`config.mk`:
```
export PLATFORM = sky130hd
export DESIGN_NAME = pulse_tx_pacer_flat
export DESIGN_NICKNAME = d
export VERILOG_FILES = /design/src/rtl/pulse_tx_pacer_if.sv /design/src/rtl/pulse_tx_pacer.sv /design/src/flat_wrapper.sv
export SDC_FILE = /design/constraint.sdc
export NUM_CORES = 1
export LEC_CHECK = 0
export CAP_MARGIN = 10
export CORE_AREA = 3 3 40 42
export DETAILED_ROUTE_END_ITERATION = 7
export DIE_AREA = 0 0 43 45
export GPL_TIMING_DRIVEN = 0
export PLACE_DENSITY = 0.75
export SKIP_CTS_REPAIR_TIMING = 1
export SYNTH_ARGS = -nofsm -noshare
export SYNTH_HDL_FRONTEND = slang
export SYNTH_SLANG_ARGS = --single-unit
```
`constraint.sdc`:
```
create_clock -name clka -period 6.45 [get_ports clka]
set_input_delay 1.29 -clock clka [delete_from_list [all_inputs] [get_ports clka]]
set_output_delay 1.29 -clock clka [all_outputs]
set_load 0.05 [all_outputs]
```
`src/rtl/pulse_tx_pacer_if.sv`:
```
// Handshake bundle between an event source and the pulse transmitter pacer.
// The master side raises requests and flush; the slave side returns pulses and status.
interface pulse_tx_pacer_if #(
  parameter int unsigned CNT_W = 4
);
  logic             req_in;
  logic             flush;
  logic             pulse_out;
  logic [CNT_W-1:0] pending;
  logic             busy;
  logic             overflow;

  modport master (
    output req_in, flush,
    input  pulse_out, pending, busy, overflow
  );

  modport slave (
    input  req_in, flush,
    output pulse_out, pending, busy, overflow
  );
endinterface

```
`src/rtl/pulse_tx_pacer.sv`:
```
// Source-domain pulse pacer: queues one-cycle events and replays them as
// single-cycle pulses separated by at least GAP_CYCLES low cycles.
module pulse_tx_pacer #(
  parameter int unsigned GAP_CYCLES = 4,
  parameter int unsigned CNT_W      = 4
) (
  input  logic             clka,
  input  logic             resetb_a,
  pulse_tx_pacer_if.slave  io
);

  localparam int unsigned GCW = (GAP_CYCLES > 1) ? $clog2(GAP_CYCLES) : 1;
  localparam logic [CNT_W-1:0] MAX_PEND = '1;

  typedef enum logic [1:0] {
    IDLE  = 2'd0,
    PULSE = 2'd1,
    GAP   = 2'd2
  } state_t;

  state_t           state_q, state_d;
  logic [GCW-1:0]   gap_cnt_q, gap_cnt_d;
  logic [CNT_W-1:0] pending_q, pending_d;
  logic             overflow_q, overflow_d;
  logic             issue;

  always_ff @(posedge clka or negedge resetb_a) begin
    if (!resetb_a) begin
      state_q    <= IDLE;
      gap_cnt_q  <= '0;
      pending_q  <= '0;
      overflow_q <= 1'b0;
    end else begin
      state_q    <= state_d;
      gap_cnt_q  <= gap_cnt_d;
      pending_q  <= pending_d;
      overflow_q <= overflow_d;
    end
  end

  always_comb begin
    state_d    = state_q;
    gap_cnt_d  = gap_cnt_q;
    pending_d  = pending_q;
    overflow_d = overflow_q;

    // A flush cycle never launches a new pulse; the backlog it clears is gone.
    issue = !io.flush && (pending_q != '0) &&
            ((state_q == IDLE) || ((state_q == GAP) && (gap_cnt_q == '0)));

    unique case (state_q)
      IDLE: begin
        if (issue) state_d = PULSE;
      end
      PULSE: begin
        state_d   = GAP;
        gap_cnt_d = GCW'(GAP_CYCLES - 1);
      end
      GAP: begin
        if (gap_cnt_q != '0) begin
          gap_cnt_d = gap_cnt_q - GCW'(1);
        end else begin
          state_d = issue ? PULSE : IDLE;
        end
      end
      default: state_d = IDLE;
    endcase

    if (io.flush) begin
      pending_d  = '0;
      overflow_d = 1'b0;
    end else if (io.req_in && !issue) begin
      if (pending_q == MAX_PEND) overflow_d = 1'b1;
      else                       pending_d  = pending_q + CNT_W'(1);
    end else if (!io.req_in && issue) begin
      pending_d = pending_q - CNT_W'(1);
    end
  end

  assign io.pulse_out = (state_q == PULSE);
  assign io.pending   = pending_q;
  assign io.busy      = (state_q != IDLE) || (pending_q != '0);
  assign io.overflow  = overflow_q;

endmodule

```
`src/flat_wrapper.sv`:
```
// flat-port wrapper written by rule: the top's interface ports become plain ports
module pulse_tx_pacer_flat 
#(
  parameter int unsigned GAP_CYCLES = 4,
  parameter int unsigned CNT_W      = 4
)
  (clka, resetb_a, io_req_in, io_flush, io_pulse_out, io_pending, io_busy, io_overflow);
  pulse_tx_pacer_if #(.CNT_W(CNT_W)) io_i ();
  input  logic clka;
  input  logic resetb_a;
  input wire logic [$bits(io_i.req_in)-1:0] io_req_in;
  input wire logic [$bits(io_i.flush)-1:0] io_flush;
  output wire logic [$bits(io_i.pulse_out)-1:0] io_pulse_out;
  output wire logic [$bits(io_i.pending)-1:0] io_pending;
  output wire logic [$bits(io_i.busy)-1:0] io_busy;
  output wire logic [$bits(io_i.overflow)-1:0] io_overflow;
  assign io_i.req_in = io_req_in;
  assign io_i.flush = io_flush;
  assign io_pulse_out = io_i.pulse_out;
  assign io_pending = io_i.pending;
  assign io_busy = io_i.busy;
  assign io_overflow = io_i.overflow;
  pulse_tx_pacer #(.GAP_CYCLES(GAP_CYCLES), .CNT_W(CNT_W)) u_core (.clka(clka), .resetb_a(resetb_a), .io(io_i));
endmodule
```
Yosys cells after proc, flatten, opt, wreduce, memory -nomap -nowiden
Cells that the tools add are included.

operators by class
  eq/ne operators = 7
  mux-type cells = 13
  add/subtract/negate cells = 3
  reduce and logical (&&, ||, !) cells = 23

operators by type and width
  operator                                                                  number
  4-bit 2-to-1 mux                                                          4
  2-bit nonzero test                                                        5
  2-bit AND reduction                                                       4
  2-bit 2-to-1 mux                                                          3
  2-bit one-hot mux with 3 select lines                                     1
  1-bit logical AND                                                         5
  4-bit by 1-bit adder with 4-bit output (second input constant)            1
  4-bit equality test (second input constant)                               1
  2-bit zero test                                                           2
  1-bit 2-to-1 mux                                                          4
  2-bit inequality test (second input constant)                             2
  2-bit one-hot mux with 2 select lines                                     1
  4-bit nonzero test                                                        1
  4-bit by 1-bit subtractor with 4-bit output (second input constant)       1
  1-bit zero test                                                           3
  3-bit inequality test (second input constant)                             1
  3-bit nonzero test                                                        1
  2-bit by 1-bit equality test with 1-bit output (second input constant)    1
  2-bit equality test (second input constant)                               1
  1-bit logical OR                                                          2
  2-bit by 1-bit inequality test with 1-bit output (second input constant)  1
  2-bit by 1-bit subtractor with 2-bit output (second input constant)       1

word-level totals
  output and inout bits = 7
  register bits = 9
  word-level logic and storage cells = 50
  input port bits = 4

Depth between registers and ports, before layout
  depth after elaboration = 8
  mapped depth = 9
  mapped depth without buffers = 9

Worst setup path before layout
No wires, ideal clock.

  path kind = input-to-reg
  from = input io_flush
  to = register u_core.pending_q[3] (netlist: u_core.io.pending[3])
  setup slack = 3583 ps
  path buffers = 0
  stages on the path = 6
  data required time = 6346 ps
  library setup time = 104 ps
  arrival = 2763 ps
  cell sequence = o41ai_4 -> ha_1 -> a21o_2 -> a2111oi_0 -> mux2i_1 -> o311ai_1

between the ends
  longest elaborated chain between the ends = 7
  elaborated cells between the ends (all ways) = 11
  those cells by class = eq/ne: 1; mux: 2; reduce/logical: 8

ends and longest elaborated chain
  what                                                                             RTL line              RTL
  from (decl)                                                                      flat_wrapper.sv:12    input wire logic [$bits(io_i.flush)-1:0] io_flush;
  1-bit zero test                                                                  pulse_tx_pacer.sv:48  issue = !io.flush && (pending_q != '0) &&
  1-bit logical AND (2 in series)                                                  pulse_tx_pacer.sv:48
  1-bit zero test                                                                  pulse_tx_pacer.sv:72  end else if (io.req_in && !issue) begin
  1-bit logical AND                                                                pulse_tx_pacer.sv:72
  3-bit inequality test (no source line), or another cell as far along             -
  2-bit AND reduction (no source line) / 4-bit 2-to-1 mux (equally long branches)  -
  to (signal assigned)                                                             pulse_tx_pacer.sv:36  pending_q <= pending_d;
  to (decl)                                                                        pulse_tx_pacer.sv:23  logic [CNT_W-1:0] pending_q, pending_d;

Parallel ways exist; a longest one is shown, timed or not.
A chain may end at the register's enable or synchronous reset.

Worst setup path in the final report
  from = register u_core.pending_q[1] (netlist: u_core.io.pending[1])
  to = output io_busy

between the ends
  longest elaborated chain between the ends = 2

ends and longest elaborated chain
  what                RTL line              RTL
  4-bit nonzero test  pulse_tx_pacer.sv:82  assign io.busy = (state_q != IDLE) || (pending_q != '0);
  1-bit logical OR    pulse_tx_pacer.sv:82
  to (decl)           flat_wrapper.sv:15    output wire logic [$bits(io_i.busy)-1:0] io_busy;

No other way between the ends.

==> results.md <==
- Status: finished, final reports clean
- H-Tree Depth: 1
- Top_reg_cell synth: dfrtp_1
- Final Setup Violations: 0
- Hold Violations, Final: 0
- Clk Latency, worst-skew pair: 0.26 ns
- Commonest non-fill, non-tap cell in the layout: clkdlybuf4s50_1
- Antenna violations before repair: 0
- Total gr overflow: 0
- Die width: 43 um
- Post-synth EDFFs: 0
- Tmin final: 3.27 ns
- Max Clk Rate: 305 MHz
- Final WS setup: 3.18 ns
- Synthesized area: 603 um2
- Setup slack at placement: 2.93 ns
- Final GP Congestion: 0.720
- Worst Skew: 0.000855 ns
- Iteration-0 DRC Markers: 10
- Setup CP Type: flop to output port
- Syn avg cell area: 9.89 um2
- RSZ-0062 raised after global routing: false
- Starting Density: 46.9%
- Clock Tree Buf Depth: 2
- CTS sink cnt: 9
- Syn_nets: 69
- Die height: 45 um
- WL/cell: 12.3 um
- Post-synthesis sequential area ratio: 37.3%
- Synth Warn #: 0
- Inserted Clock Buffers: 3
- # Max-Cap Violations: 0
- Worst slew pin tran: 0.508 ns
- Layout cells sized above 1: 13.3%
- Final net count: 84
- Sequential group share of total power: 28.7%
- Crit-path max FO: 6
- Seq cells post-synth: 9
- Port buffer count: 10
- Post-route ant nets: 0
- Inserted Diodes: 0
- Drt pass-1 iters: 3
- Fin Setup TNS: 0 ns
- Logic gate share of total power: 60.3%
- WL final: 1110 um
- Ys async rst share: 100%
- Clock power frac: 11.0%
- Area delta synth->final: 24.3%
- Startpoint type of the worst setup path: flop
- Switching pwr: 0.191 mW
- Peak VDD IR: 0.242 mV
- Type of destination of the critical path: output port
- Clock Pin Slew Worst Setup and Hold Paths: 0.06 ns
- Final HPWL DP: 908 um
- Power Dens Cells: 515 nW/um2
- Worst EP arrival: 1.98 ns
- Via count: 489
- First-pass GRT wire length: 1970 um
- Mapped Cells: 61
- Fin crit share: 50.8%
- Root buffer cell: clkbuf_4
- Hold crit path type: flop to flop
- Sw Ratio: 49.5%
- Vias in the first global route: 472
- Number of remaining DRC errors: 0
- Synth unique cells: 28
- WP data required: 5.16 ns
- Vias per Instance: 5.43
- # rows: 13
- GRT Overall Usage: 13.4%
- Largest net degree at the start of global routing: 11
- Slew Viols, Final: 0
- Core area: 1280 um2
- Most frequent cells in the layout: clkdlybuf4s50_1 (10), dfrtp_1 (9), nor2_1 (8)
- Die Area: 1940 um2
- Leak Pwr: 0.342 nW
- Power Internal: 0.195 mW
- I/O pin count: 11
- Rel. slew slack: 66.0%
- CTS tree: built
==> cell type report <==
type,instances,area [um2]
fill,117,536
buffer,1,3.75
clock buffer,3,22.5
timing repair buffer,10,100
multi-input combinational,44,348
sequential,9,225
inverter,7,26.3
clock inverter,1,5.00
tap,15,18.8
==> power by group through the flow <==
stage	Combinational (mW)	Sequential, mW	Clock (mW)
floorplan	0.148	0.137	0
global placement	0.229	0.112	0
detailed placement	0.236	0.112	0
CTS	0.237	0.111	0.0436
global route	0.255	0.115	0.0468
finish	0.233	0.111	0.0423
==> synth_stat cells, types with 2 or more instances <==
library cell / count / area share, %
a211oi_1: 3 / 3.7
nor2b_1: 2 / 2.1
a21oi_1: 3 / 2.5
nand2_1: 3 / 1.9
ha_1: 3 / 6.2
a21o_1: 2 / 2.5
nor3_1: 3 / 2.5
dfrtp_1: 9 / 37
nor2_1: 8 / 5.0
inv_1: 6 / 3.7
o21ai_0: 2 / 1.7
==> cell families (layout without fill, tap and decap cells) <==
kind of cell / after synthesis / after routing / synth area share [%]
simple gates: 22 / 22 / 21.8
xor+xnor: 1 / 1 / 1.45
flops: 9 / 9 / 37.3
mux: 2 / 2 / 4.15
buf+inv: 8 / 22 / 4.98
fa+ha+maj: 4 / 4 / 9.54
compound gates: 15 / 15 / 20.7
==> state kept, by name, indices dropped and copies added (netlist names) <==
register,count
u_core.state_q,2
u_core.gap_cnt_q,2
u_core.io.pending,4
u_core.io.overflow,1
==> path summary, 6_finish.rpt <==
| path | from | to | slack [ns] | cells past startpoint |
|---|---|---|---|---|
| hold / removal | u_core.io.overflow$_DFFE_PN0P_ | u_core.io.overflow$_DFFE_PN0P_ | 0.51 | 2 |
| hold reg to reg | u_core.io.overflow$_DFFE_PN0P_ | u_core.io.overflow$_DFFE_PN0P_ | 0.51 | 2 |
| setup reg to reg | u_core.gap_cnt_q[0]$_DFFE_PN0P_ | u_core.io.pending[3]$_DFFE_PN0P_ | 4.05 | 9 |
| setup / recovery | u_core.io.pending[1]$_DFFE_PN0P_ | io_busy | 3.18 | 3 |
| max in group asynchronous | resetb_a | u_core.state_q[1]$_DFFE_PN0P_ | 4.85 | 1 |
| min in group asynchronous | resetb_a | u_core.gap_cnt_q[0]$_DFFE_PN0P_ | 1.32 | 1 |
==> metrics by stage <==
step | area (um2) | power, mW | util, % | hold slack (ns) | cells
2_1_floorplan | 603 | 0.285 | - | 0.476 | 61
3_3_place_gp | 722 | 0.341 | 56.2 | 0.485 | 86
3_5_place_dp | 722 | 0.348 | 56.2 | 0.496 | 86
4_1_cts | 749 | 0.391 | 58.3 | 0.513 | 90
5_1_grt | 749 | 0.416 | 58.3 | 0.541 | 90
6_report | 749 | 0.386 | 58.3 | 0.515 | 90
==> worst max-delay path, cell delays in order, from the launching register on <==
cell and delay [ns]:
dfrtp_1 0.46, nor4_4 0.45, nand2_1 0.10, clkdlybuf4s50_1 0.71
==> routing by layer <==
metal  global-route usage [%]  vias up  share of wire (%)
met4                     7.23        0                1.4
met3                     2.79        2                3.1
met2                     22.2       11                 49
met5                        0        -                  0
met1                     16.5      228                 46
li1                         -      248                  -
Power figures use the tool's default switching activity.
